File: src/rtl/adsr_poly.sv
// Polyphonic ADSR envelope generator. All voices share one adder and one
// comparator. A sample tick starts a sweep that services voice 0..NUM_VOICES-1
// on consecutive clocks and streams out each new level.
module adsr_poly #(
   parameter int NUM_VOICES  = 8,
   parameter int ACC_BITS    = 24,
   parameter int OUT_WIDTH   = 16,
   parameter int CTRL_WIDTH  = 4,
   parameter int SAMPLE_RATE = 48000,
   parameter int RETRIGGER   = 1,
   localparam int VW         = (NUM_VOICES > 1) ? $clog2(NUM_VOICES) : 1
) (
   input  logic                  clk,
   input  logic                  rst,
   input  logic                  tick,
   input  logic [NUM_VOICES-1:0] gate,
   input  logic [CTRL_WIDTH-1:0] a,
   input  logic [CTRL_WIDTH-1:0] d,
   input  logic [CTRL_WIDTH-1:0] s,
   input  logic [CTRL_WIDTH-1:0] r,
   output logic                  out_valid,
   output logic [VW-1:0]         out_voice,
   output logic [OUT_WIDTH-1:0]  out_level,
   output logic [NUM_VOICES-1:0] active,
   output logic                  busy,
   output logic                  overrun
);

   localparam int NCODES = 2 ** CTRL_WIDTH;
   localparam logic [ACC_BITS-1:0] ACC_MAX    = '1;
   localparam logic [VW-1:0]       LAST_VOICE = VW'(NUM_VOICES - 1);

   typedef enum logic [2:0] {
      ST_IDLE, ST_ATTACK, ST_DECAY, ST_SUSTAIN, ST_RELEASE
   } voice_state_e;

   // Attack time per code in microseconds; decay/release use three times this.
   function automatic longint t_us(input int code);
      case (code)
         0:  return 64'd2000;
         1:  return 64'd8000;
         2:  return 64'd16000;
         3:  return 64'd24000;
         4:  return 64'd38000;
         5:  return 64'd56000;
         6:  return 64'd68000;
         7:  return 64'd80000;
         8:  return 64'd100000;
         9:  return 64'd250000;
         10: return 64'd500000;
         11: return 64'd800000;
         12: return 64'd1000000;
         13: return 64'd3000000;
         14: return 64'd5000000;
         default: return 64'd8000000;
      endcase
   endfunction

   // Per-tick increment for every code: max(1, floor(2^ACC_BITS / (t * rate))).
   function automatic logic [NCODES*ACC_BITS-1:0] build_tbl(input int mult);
      logic [NCODES*ACC_BITS-1:0] tbl;
      longint den;
      longint q;
      tbl = '0;
      for (int c = 0; c < NCODES; c++) begin
         den = t_us(c) * longint'(mult) * longint'(SAMPLE_RATE);
         q   = ((64'sd1 <<< ACC_BITS) * 64'sd1000000) / den;
         if (q < 1) q = 1;
         tbl[c*ACC_BITS +: ACC_BITS] = ACC_BITS'(q);
      end
      return tbl;
   endfunction

   localparam logic [NCODES*ACC_BITS-1:0] INC_A_TBL  = build_tbl(1);
   localparam logic [NCODES*ACC_BITS-1:0] INC_DR_TBL = build_tbl(3);

   voice_state_e          state_q [NUM_VOICES];
   logic [ACC_BITS-1:0]   acc_q   [NUM_VOICES];
   logic [NUM_VOICES-1:0] prev_gate_q, gate_snap_q, active_q;
   logic [CTRL_WIDTH-1:0] a_q, d_q, s_q, r_q;
   logic                  busy_q, overrun_q, out_valid_q;
   logic [VW-1:0]         idx_q, out_voice_q;
   logic [OUT_WIDTH-1:0]  out_level_q;

   voice_state_e          cur_state, state_d;
   logic [ACC_BITS-1:0]   cur_acc, acc_d, inc_a, inc_d, inc_r, sl;
   logic [ACC_BITS:0]     sum_a, thr_d;
   logic                  g, rise;

   // Shared datapath: next state and level of the voice currently serviced.
   always_comb begin
      cur_state = state_q[idx_q];
      cur_acc   = acc_q[idx_q];
      g         = gate_snap_q[idx_q];
      rise      = g & ~prev_gate_q[idx_q];
      inc_a     = INC_A_TBL[int'(a_q)*ACC_BITS +: ACC_BITS];
      inc_d     = INC_DR_TBL[int'(d_q)*ACC_BITS +: ACC_BITS];
      inc_r     = INC_DR_TBL[int'(r_q)*ACC_BITS +: ACC_BITS];
      sl        = (&s_q) ? ACC_MAX : {s_q, {(ACC_BITS-CTRL_WIDTH){1'b0}}};
      // One extra bit keeps the add and the threshold free of wrap-around.
      sum_a     = {1'b0, cur_acc} + {1'b0, inc_a};
      thr_d     = {1'b0, sl} + {1'b0, inc_d};
      // NOTE: every comb output gets a default first, so no path can infer a latch.
      state_d   = cur_state;
      acc_d     = cur_acc;
      if ((RETRIGGER != 0) && rise) begin
         acc_d   = '0;
         state_d = ST_ATTACK;
      end else begin
         case (cur_state)
            ST_IDLE: if (g) state_d = ST_ATTACK;
            ST_ATTACK: begin
               if (!g) state_d = ST_RELEASE;
               else if (sum_a >= {1'b0, ACC_MAX}) begin
                  acc_d   = ACC_MAX;
                  state_d = ST_DECAY;
               end else acc_d = sum_a[ACC_BITS-1:0];
            end
            ST_DECAY: begin
               if (!g) state_d = ST_RELEASE;
               else if ({1'b0, cur_acc} <= thr_d) begin
                  acc_d   = sl;
                  state_d = ST_SUSTAIN;
               end else acc_d = cur_acc - inc_d;
            end
            ST_SUSTAIN: begin
               if (!g) state_d = ST_RELEASE;
               else acc_d = sl;
            end
            ST_RELEASE: begin
               if (g) state_d = ST_ATTACK;
               else if (cur_acc <= inc_r) begin
                  acc_d   = '0;
                  state_d = ST_IDLE;
               end else acc_d = cur_acc - inc_r;
            end
            default: begin
               acc_d   = '0;
               state_d = ST_IDLE;
            end
         endcase
      end
   end

   // Sweep sequencer, per-voice state write-back and registered output stream.
   always_ff @(posedge clk) begin
      if (rst) begin
         // NOTE: the per-voice arrays are small flop banks, not RAM, so they are reset with everything else.
         for (int v = 0; v < NUM_VOICES; v++) begin
            state_q[v] <= ST_IDLE;
            acc_q[v]   <= '0;
         end
         prev_gate_q <= '0;
         gate_snap_q <= '0;
         active_q    <= '0;
         a_q         <= '0;
         d_q         <= '0;
         s_q         <= '0;
         r_q         <= '0;
         busy_q      <= 1'b0;
         overrun_q   <= 1'b0;
         out_valid_q <= 1'b0;
         idx_q       <= '0;
         out_voice_q <= '0;
         out_level_q <= '0;
      end else begin
         out_valid_q <= 1'b0;
         if (busy_q) begin
            state_q[idx_q]     <= state_d;
            acc_q[idx_q]       <= acc_d;
            prev_gate_q[idx_q] <= g;
            active_q[idx_q]    <= (state_d != ST_IDLE);
            out_valid_q        <= 1'b1;
            out_voice_q        <= idx_q;
            out_level_q        <= acc_d[ACC_BITS-1 -: OUT_WIDTH];
            if (idx_q == LAST_VOICE) begin
               busy_q <= 1'b0;
               idx_q  <= '0;
            end else begin
               idx_q  <= idx_q + VW'(1);
            end
            if (tick) overrun_q <= 1'b1;
         end else if (tick) begin
            busy_q      <= 1'b1;
            idx_q       <= '0;
            gate_snap_q <= gate;
            a_q         <= a;
            d_q         <= d;
            s_q         <= s;
            r_q         <= r;
         end
      end
   end

   assign out_valid = out_valid_q;
   assign out_voice = out_voice_q;
   assign out_level = out_level_q;
   assign active    = active_q;
   assign busy      = busy_q;
   assign overrun   = overrun_q;

endmodule

File: config.mk
export PLATFORM = sky130hd
export DESIGN_NAME = adsr_poly
export DESIGN_NICKNAME = d
export VERILOG_FILES = /design/src/rtl/adsr_poly.sv
export SDC_FILE = /design/constraint.sdc
export NUM_CORES = 1
export LEC_CHECK = 0
export ABC_AREA = 0
export BUFFER_PORTS_ARGS = -buffer_cell sky130_fd_sc_hd__buf_4
export CORE_UTILIZATION = 50
export CTS_BUF_LIST = sky130_fd_sc_hd__clkbuf_8
export CTS_CLUSTER_DIAMETER = 50
export DETAILED_ROUTE_END_ITERATION = 12
export PLACE_DENSITY_LB_ADDON = 0.15
export REMOVE_ABC_BUFFERS = 1
export SYNTH_ARGS = -nofsm -noshare
export SYNTH_HDL_FRONTEND = slang
export SYNTH_SLANG_ARGS = --single-unit
File: constraint.sdc
create_clock -name clk -period 7.6 [get_ports clk]
set_input_delay 1.14 -clock clk [delete_from_list [all_inputs] [get_ports clk]]
set_output_delay 1.14 -clock clk [all_outputs]
set_load 0.05 [all_outputs]
# --- Yosys cells after proc, flatten, opt, wreduce, memory -nomap -nowiden ---
# Memory sizes are Yosys's and may differ from the RTL's. A register that Yosys moved wholly into a read port is not among the register bits.
# Index checks and enable logic that the tools add are counted.
word_totals:
  memories: 2
  elab_cells: 97
  in_bits: 27
  ff_bits: 65
  output_inout_bits: 30
  ram_bits: 216
classes:
  eq_ne: 5
  n_reduce_logical: 9
  bitwise: 3
  n_addsub: 5
  magnitude_cmp: 5
  muxes: 49
  shifts: 3
  n_mul: 3
memory_table:
  columns: ["name", "depth", "word_bits", "rd", "rd_ports_with_merged_regs", "wr", "line", "rtl"]
  rows:
  - ["acc_q", 8, 24, 1, 1, 8, "78", "logic [ACC_BITS-1:0] acc_q [NUM_VOICES];"]
  - ["state_q", 8, 3, 1, 1, 8, "77", "voice_state_e state_q [NUM_VOICES];"]
ops:
  columns: ["op", "n"]
  rows:
  - ["indexed part select 384 x 10 -> 24 bit (first input constant)", 3]
  - ["2-to-1 mux 24 bit", 10]
  - ["one-hot mux 24 bit (5 select lines)", 1]
  - ["2-to-1 mux 3 bit", 19]
  - ["adder 24 x 24 -> 25 bit", 2]
  - ["subtractor 24 bit", 2]
  - ["greater-or-equal comparator 25 x 24 -> 1 bit (second input constant)", 1]
  - ["<= comparator 24 x 25 -> 1 bit", 1]
  - ["<= comparator 24 bit", 1]
  - ["OR reduction 24 bit", 1]
  - ["multiplier 4 x 2 -> 6 bit (second input constant)", 3]
  - ["bitwise mux 8 bit", 2]
  - ["one-hot mux 3 bit (5 select lines)", 1]
  - ["2-to-1 mux 1 bit", 13]
  - ["binary-select mux 1 bit (select 3 bit)", 2]
  - ["equality test 3 x 2 -> 1 bit (second input constant)", 2]
  - ["equality test 3 bit (second input constant)", 2]
  - ["less-than comparator 3 x 4 -> 1 bit (second input constant)", 1]
  - ["AND reduction 2 bit", 2]
  - ["AND reduction 4 bit", 1]
  - ["adder 3 x 1 -> 3 bit (second input constant)", 1]
  - ["demux 1 bit (select 3 bit)", 1]
  - ["equality test 3 x 1 -> 1 bit (second input constant)", 1]
  - ["greater-or-equal comparator 3 x 1 -> 1 bit (second input constant)", 1]
  - ["7 further kinds", 8]

# --- Longest topological paths before layout ---
logic_depth:
  depth_word: 10
  mapped_depth: 33
  depth_no_buf: 31

# --- Worst setup path before layout ---
# Ideal clock, no wire load.
synth_timing:
  path_kind: "flip-flop to flip-flop"
  from: "reg with a tool-made name"
  to: "mem acc_q[0][13] (data pin)"
  setup_slack_ps: 1222
  arrival_time_ps: 6104
  t_required_ps: 7326
  path_stages_with_launch: 21
  n_path_buf: 5
  setup_time_ps: 274
  cell_sequence: "dfxtp_1 > buf_4 > buf_2 > buf_1 > buf_2 > mux4_2 > mux2i_1 > inv_1 > ha_1 > fa_1 > a211oi_1 > o21ai_1 > a211oi_1 > o21ai_1 > o311ai_0 > nor4_4 > nor2_4 > buf_2 > a41oi_1 > a311oi_2 > nor2_1"
synth_rtl:
  columns: ["item", "line"]
  rows:
  - ["end: declaration", "78"]

==> metrics.csv <==
stage,metric,value,unit
place,GPL Wtd Cong,0.975,
synth,Commonest cells post-synth,"331 x nor2_1, 216 x edfxtp_1, 207 x nand2_1, 134 x a21oi_1, 110 x ha_1",
setup_path,crit path launch,d_q[0],
clock_tree,TritonCTS buffer count,48,
synth,Post-synth EDFFs,216,
synth,ys flop type,edfxtp_1,
power_and_ir_drop,combinational share of power,0.345,
drt,remaining antenna violation count,0,
sta,"Setup violations, final",0,
setup_path,Startpoint Class,register,
min_path,Hold Path Class,register to register,
synth,largest family of logic cells by synthesized area,simple AND/OR/NAND/NOR gates,
clock_tree,CTS tree,yes,
setup_path,crit path kind,register to register,
synth,most frequent cell after synthesis,nor2_1,
synth,sequential share of the synthesized area,0.418,
drt,initial DRC count,1523,
clock_tree,CTS root buffer,clkbuf_8,
global_routing,initial antenna violation count,0,
setup_path,worst-path maximum fanout,13,
setup_path,Crit. End Element,register,
setup_path,Critical Path End,acc_q[0][20],
power_and_ir_drop,Reg power frac,0.381,
synth,post-synthesis cell count,1946,
synth,post-synth top area cell,edfxtp_1,
floorplanning,std cell rows,70,
synth,compound-gate portion of the synthesized area,0.169,
floorplanning,Die X,196,µm
sta,Max-slew headroom,0.220,
sta,Fin Setup TNS,0,ns
synth,Synth Register Bits,284,
synth,post-synthesis adder-cell area fraction,0.0777,
clock_tree,post-CTS setup buffers,0,
sta,clk_skew,0.0490,ns
synth,YS warnings,0,
synth,Mean Syn Cell Area,9.64,µm²
power_and_ir_drop,Final Power,4.65,mW
clock_tree,clk slew on worst S/H paths,0.06,ns
setup_path,CP max stage delay,0.52,ns
place,Inst Count DP,2419,
clock_tree,post-CTS sizing,0,
sta,Hold Fails Final Rpt,0,
global_routing,largest net degree at the start of global routing,43,
clock_tree,Worst-Skew Late Latency,0.64,ns
sta,worst setup margin,0.442,ns
drt,vias per cell,6.18,
sta,Final Cycle Share,0.942,
setup_path,required time of the critical path,7.91,ns
place,DPL Wire Length,41.4,mm
global_routing,vias in the first global route,15000,
drt,Post-route DRC,0,
clock_tree,CTS Hold Bufs,0,
sta,unrepaired setup endpoints after global routing,no,
synth,top cell type's share of synthesized area,0.346,
job,MaxCap Viol Count,0,
setup_path,FF-to-FF setup slack,0.44,ns
power_and_ir_drop,Leak,7.82,nW
global_routing,All-Layer GR Usage,0.307,
drt,Post-Route WL,58.0,mm
drt,drt first pass iters,5,
setup_path,R2R depth,29,
setup_path,Reg-to-Reg Start,d_q[0],
sta,hold_ws,0.449,ns
clock_tree,H-tree Lvls,2,
setup_path,reg-to-reg endpoint,acc_q[0][20],
sta,final worst path period need,7.16,ns
clock_tree,Max Buffers Root-to-Sink,3,
setup_path,worst path arrival time,7.47,ns
synth,Post-Synth Simple-Gate Area,0.172,
finish,area added between synthesis and finish,10.2,%
finish,share of cells above drive strength 1,0.149,
global_routing,grt ovf,0,
sta,Max Fclk,140,MHz
sta,Worst-Margin Slew,1.17,ns
synth,post-synthesis mux area share,0.0933,
clock_tree,CTS sink count,284,
place,# port buffers,56,
power_and_ir_drop,switching share of total power,0.376,
finish,final std cells w/o fill,2507,
power_and_ir_drop,VDD IR max,235,µV
status,status,"finished, final reports clean",
floorplanning,# IOs,57,
finish,Layout Nets,2142,
min_path,Hold Path Depth,2,
floorplanning,initial core utilization,0.510,
synth,fraction of registers with async set/reset,0,
sta,"Slew Viols, Final",0,
place,pre-CTS setup slack,0.505,ns
floorplanning,Die Height,196,µm
drt,DR vias,15500,
floorplanning,CORE AREA,36800,µm²
power_and_ir_drop,Clock power frac,0.274,
synth,synth top area cells,"edfxtp_1 35%, ha_1 7.3%, dfxtp_1 7.3%, nor2_1 6.6%, mux4_2 6.4%",
setup_path,slowest CP cell,a221oi_2,
synth,post-synth cell types,96,
power_and_ir_drop,sw power,1.75,mW
power_and_ir_drop,Pwr Density,225,nW/µm²
power_and_ir_drop,Int Pwr,2.90,mW
drt,post-DR wirelength/cell,23.1,µm
global_routing,first-pass GRT wire length,88.7,mm
floorplanning,DIE AREA,38300,µm²
synth,synthesized cell area,18800,µm²
synth,XOR/XNOR Fraction of Synth Area,0.0290,
[cell families after synthesis]
group / Yosys count
DFF: 284
and+or+nand+nor: 729
AOI/OAI and AO/OA: 473
adders and majority gates: 114
muxes: 104
buffers and inverters: 180
xor gates and xnor gates: 62
[placed cells by master (no fill, tap or decap), types with 10 or more instances in the layout]
| cell | count |
|---|---|
| nand2_1 | 207 |
| a21oi_1 | 133 |
| edfxtp_1 | 216 |
| o211ai_1 | 20 |
| nand2b_1 | 10 |
| inv_1 | 79 |
| dfxtp_1 | 65 |
| and3_1 | 11 |
| xor2_1 | 29 |
| o21ai_0 | 104 |
| o31ai_1 | 15 |
| clkbuf_8 | 51 |
| nand4_1 | 18 |
| nand3_1 | 37 |
| buf_4 | 109 |
| a31oi_1 | 18 |
| nor2b_1 | 18 |
| o21ai_1 | 17 |
| xnor2_1 | 33 |
| a211oi_1 | 19 |
| o21a_1 | 15 |
| mux2i_1 | 32 |
| ha_1 | 110 |
| a21o_1 | 23 |
| nor2_1 | 330 |
| nor3_1 | 40 |
| mux2_2 | 14 |
| clkinv_1 | 14 |
| mux4_2 | 53 |
[area by class of cell]
class / count / area, µm²
Fill cell: 3267 / 16100
Multi-Input combinational cell: 1482 / 10200
Sequential cell: 284 / 7860
Timing Repair Buffer: 111 / 858
Clock buffer: 51 / 702
Tap cell: 468 / 586
Inverter: 74 / 278
Clock inverter: 36 / 180
Antenna cell: 1 / 2.50
[critical path: cells and delay by family, from the launching register on]
| kind | cells | cell delay (ns) |
|---|---|---|
| adder cells (fa/ha/maj) | 4 | 1.08 |
| XOR/XNOR | 1 | 0.15 |
| AO/OA/AOI/OAI | 16 | 4.19 |
| buffers and inverters | 2 | 0.25 |
| flip-flops | 1 | 0.48 |
| AND/OR/NAND/NOR | 6 | 0.69 |
[stage by stage]
| step | cell area (µm²) | util |
|---|---|---|
| after CTS | 20600 | 0.561 |
| after detailed placement | 19700 | 0.537 |
| after global routing | 20700 | 0.562 |
| after floorplan | 18300 | - |
| final | 20700 | 0.562 |
| after global placement | 19700 | 0.537 |
[routing by layer]
layer,up-vias,part of all wire,GRT usage
li1,7262,-,-
met1,7450,0.42,0.414
met2,648,0.46,0.496
met3,127,0.083,0.0583
met4,0,0.036,0.111
met5,-,0,0
[worst min-delay path by stage]
stage                         startpoint              to  slack, ns
after global placement    prev_gate_q[5]  prev_gate_q[5]       0.43
after global routing        out_level[5]    out_level[5]       0.47
after floorplan           prev_gate_q[2]  prev_gate_q[2]       0.42
final                      out_level[14]   out_level[14]       0.45
after CTS                  out_level[14]   out_level[14]       0.45
after detailed placement   out_level[14]   out_level[14]       0.44
[sequential cells by signal (all words and copies together), names as in the netlist, named ones only]
name	cells
out_voice	3
out_level	16
out_valid	1
acc_q	192
overrun	1
r_q	4
prev_gate_q	8
idx_q	3
s_q	4
gate_snap_q	8
busy	1
state_q	24
d_q	4
a_q	4
active	8
[power by group through the flow]
stage          sequential (mW)  combinational (mW)  clock, mW
2_1_floorplan             1.83                1.02          0
3_3_place_gp              1.80                1.56          0
3_5_place_dp              1.81                1.57          0
4_1_cts                   1.77                1.58       1.30
5_1_grt                   1.78                1.73       1.37
6_report                  1.77                1.61       1.27
No activity file was read; power rests on OpenSTA's default activity.
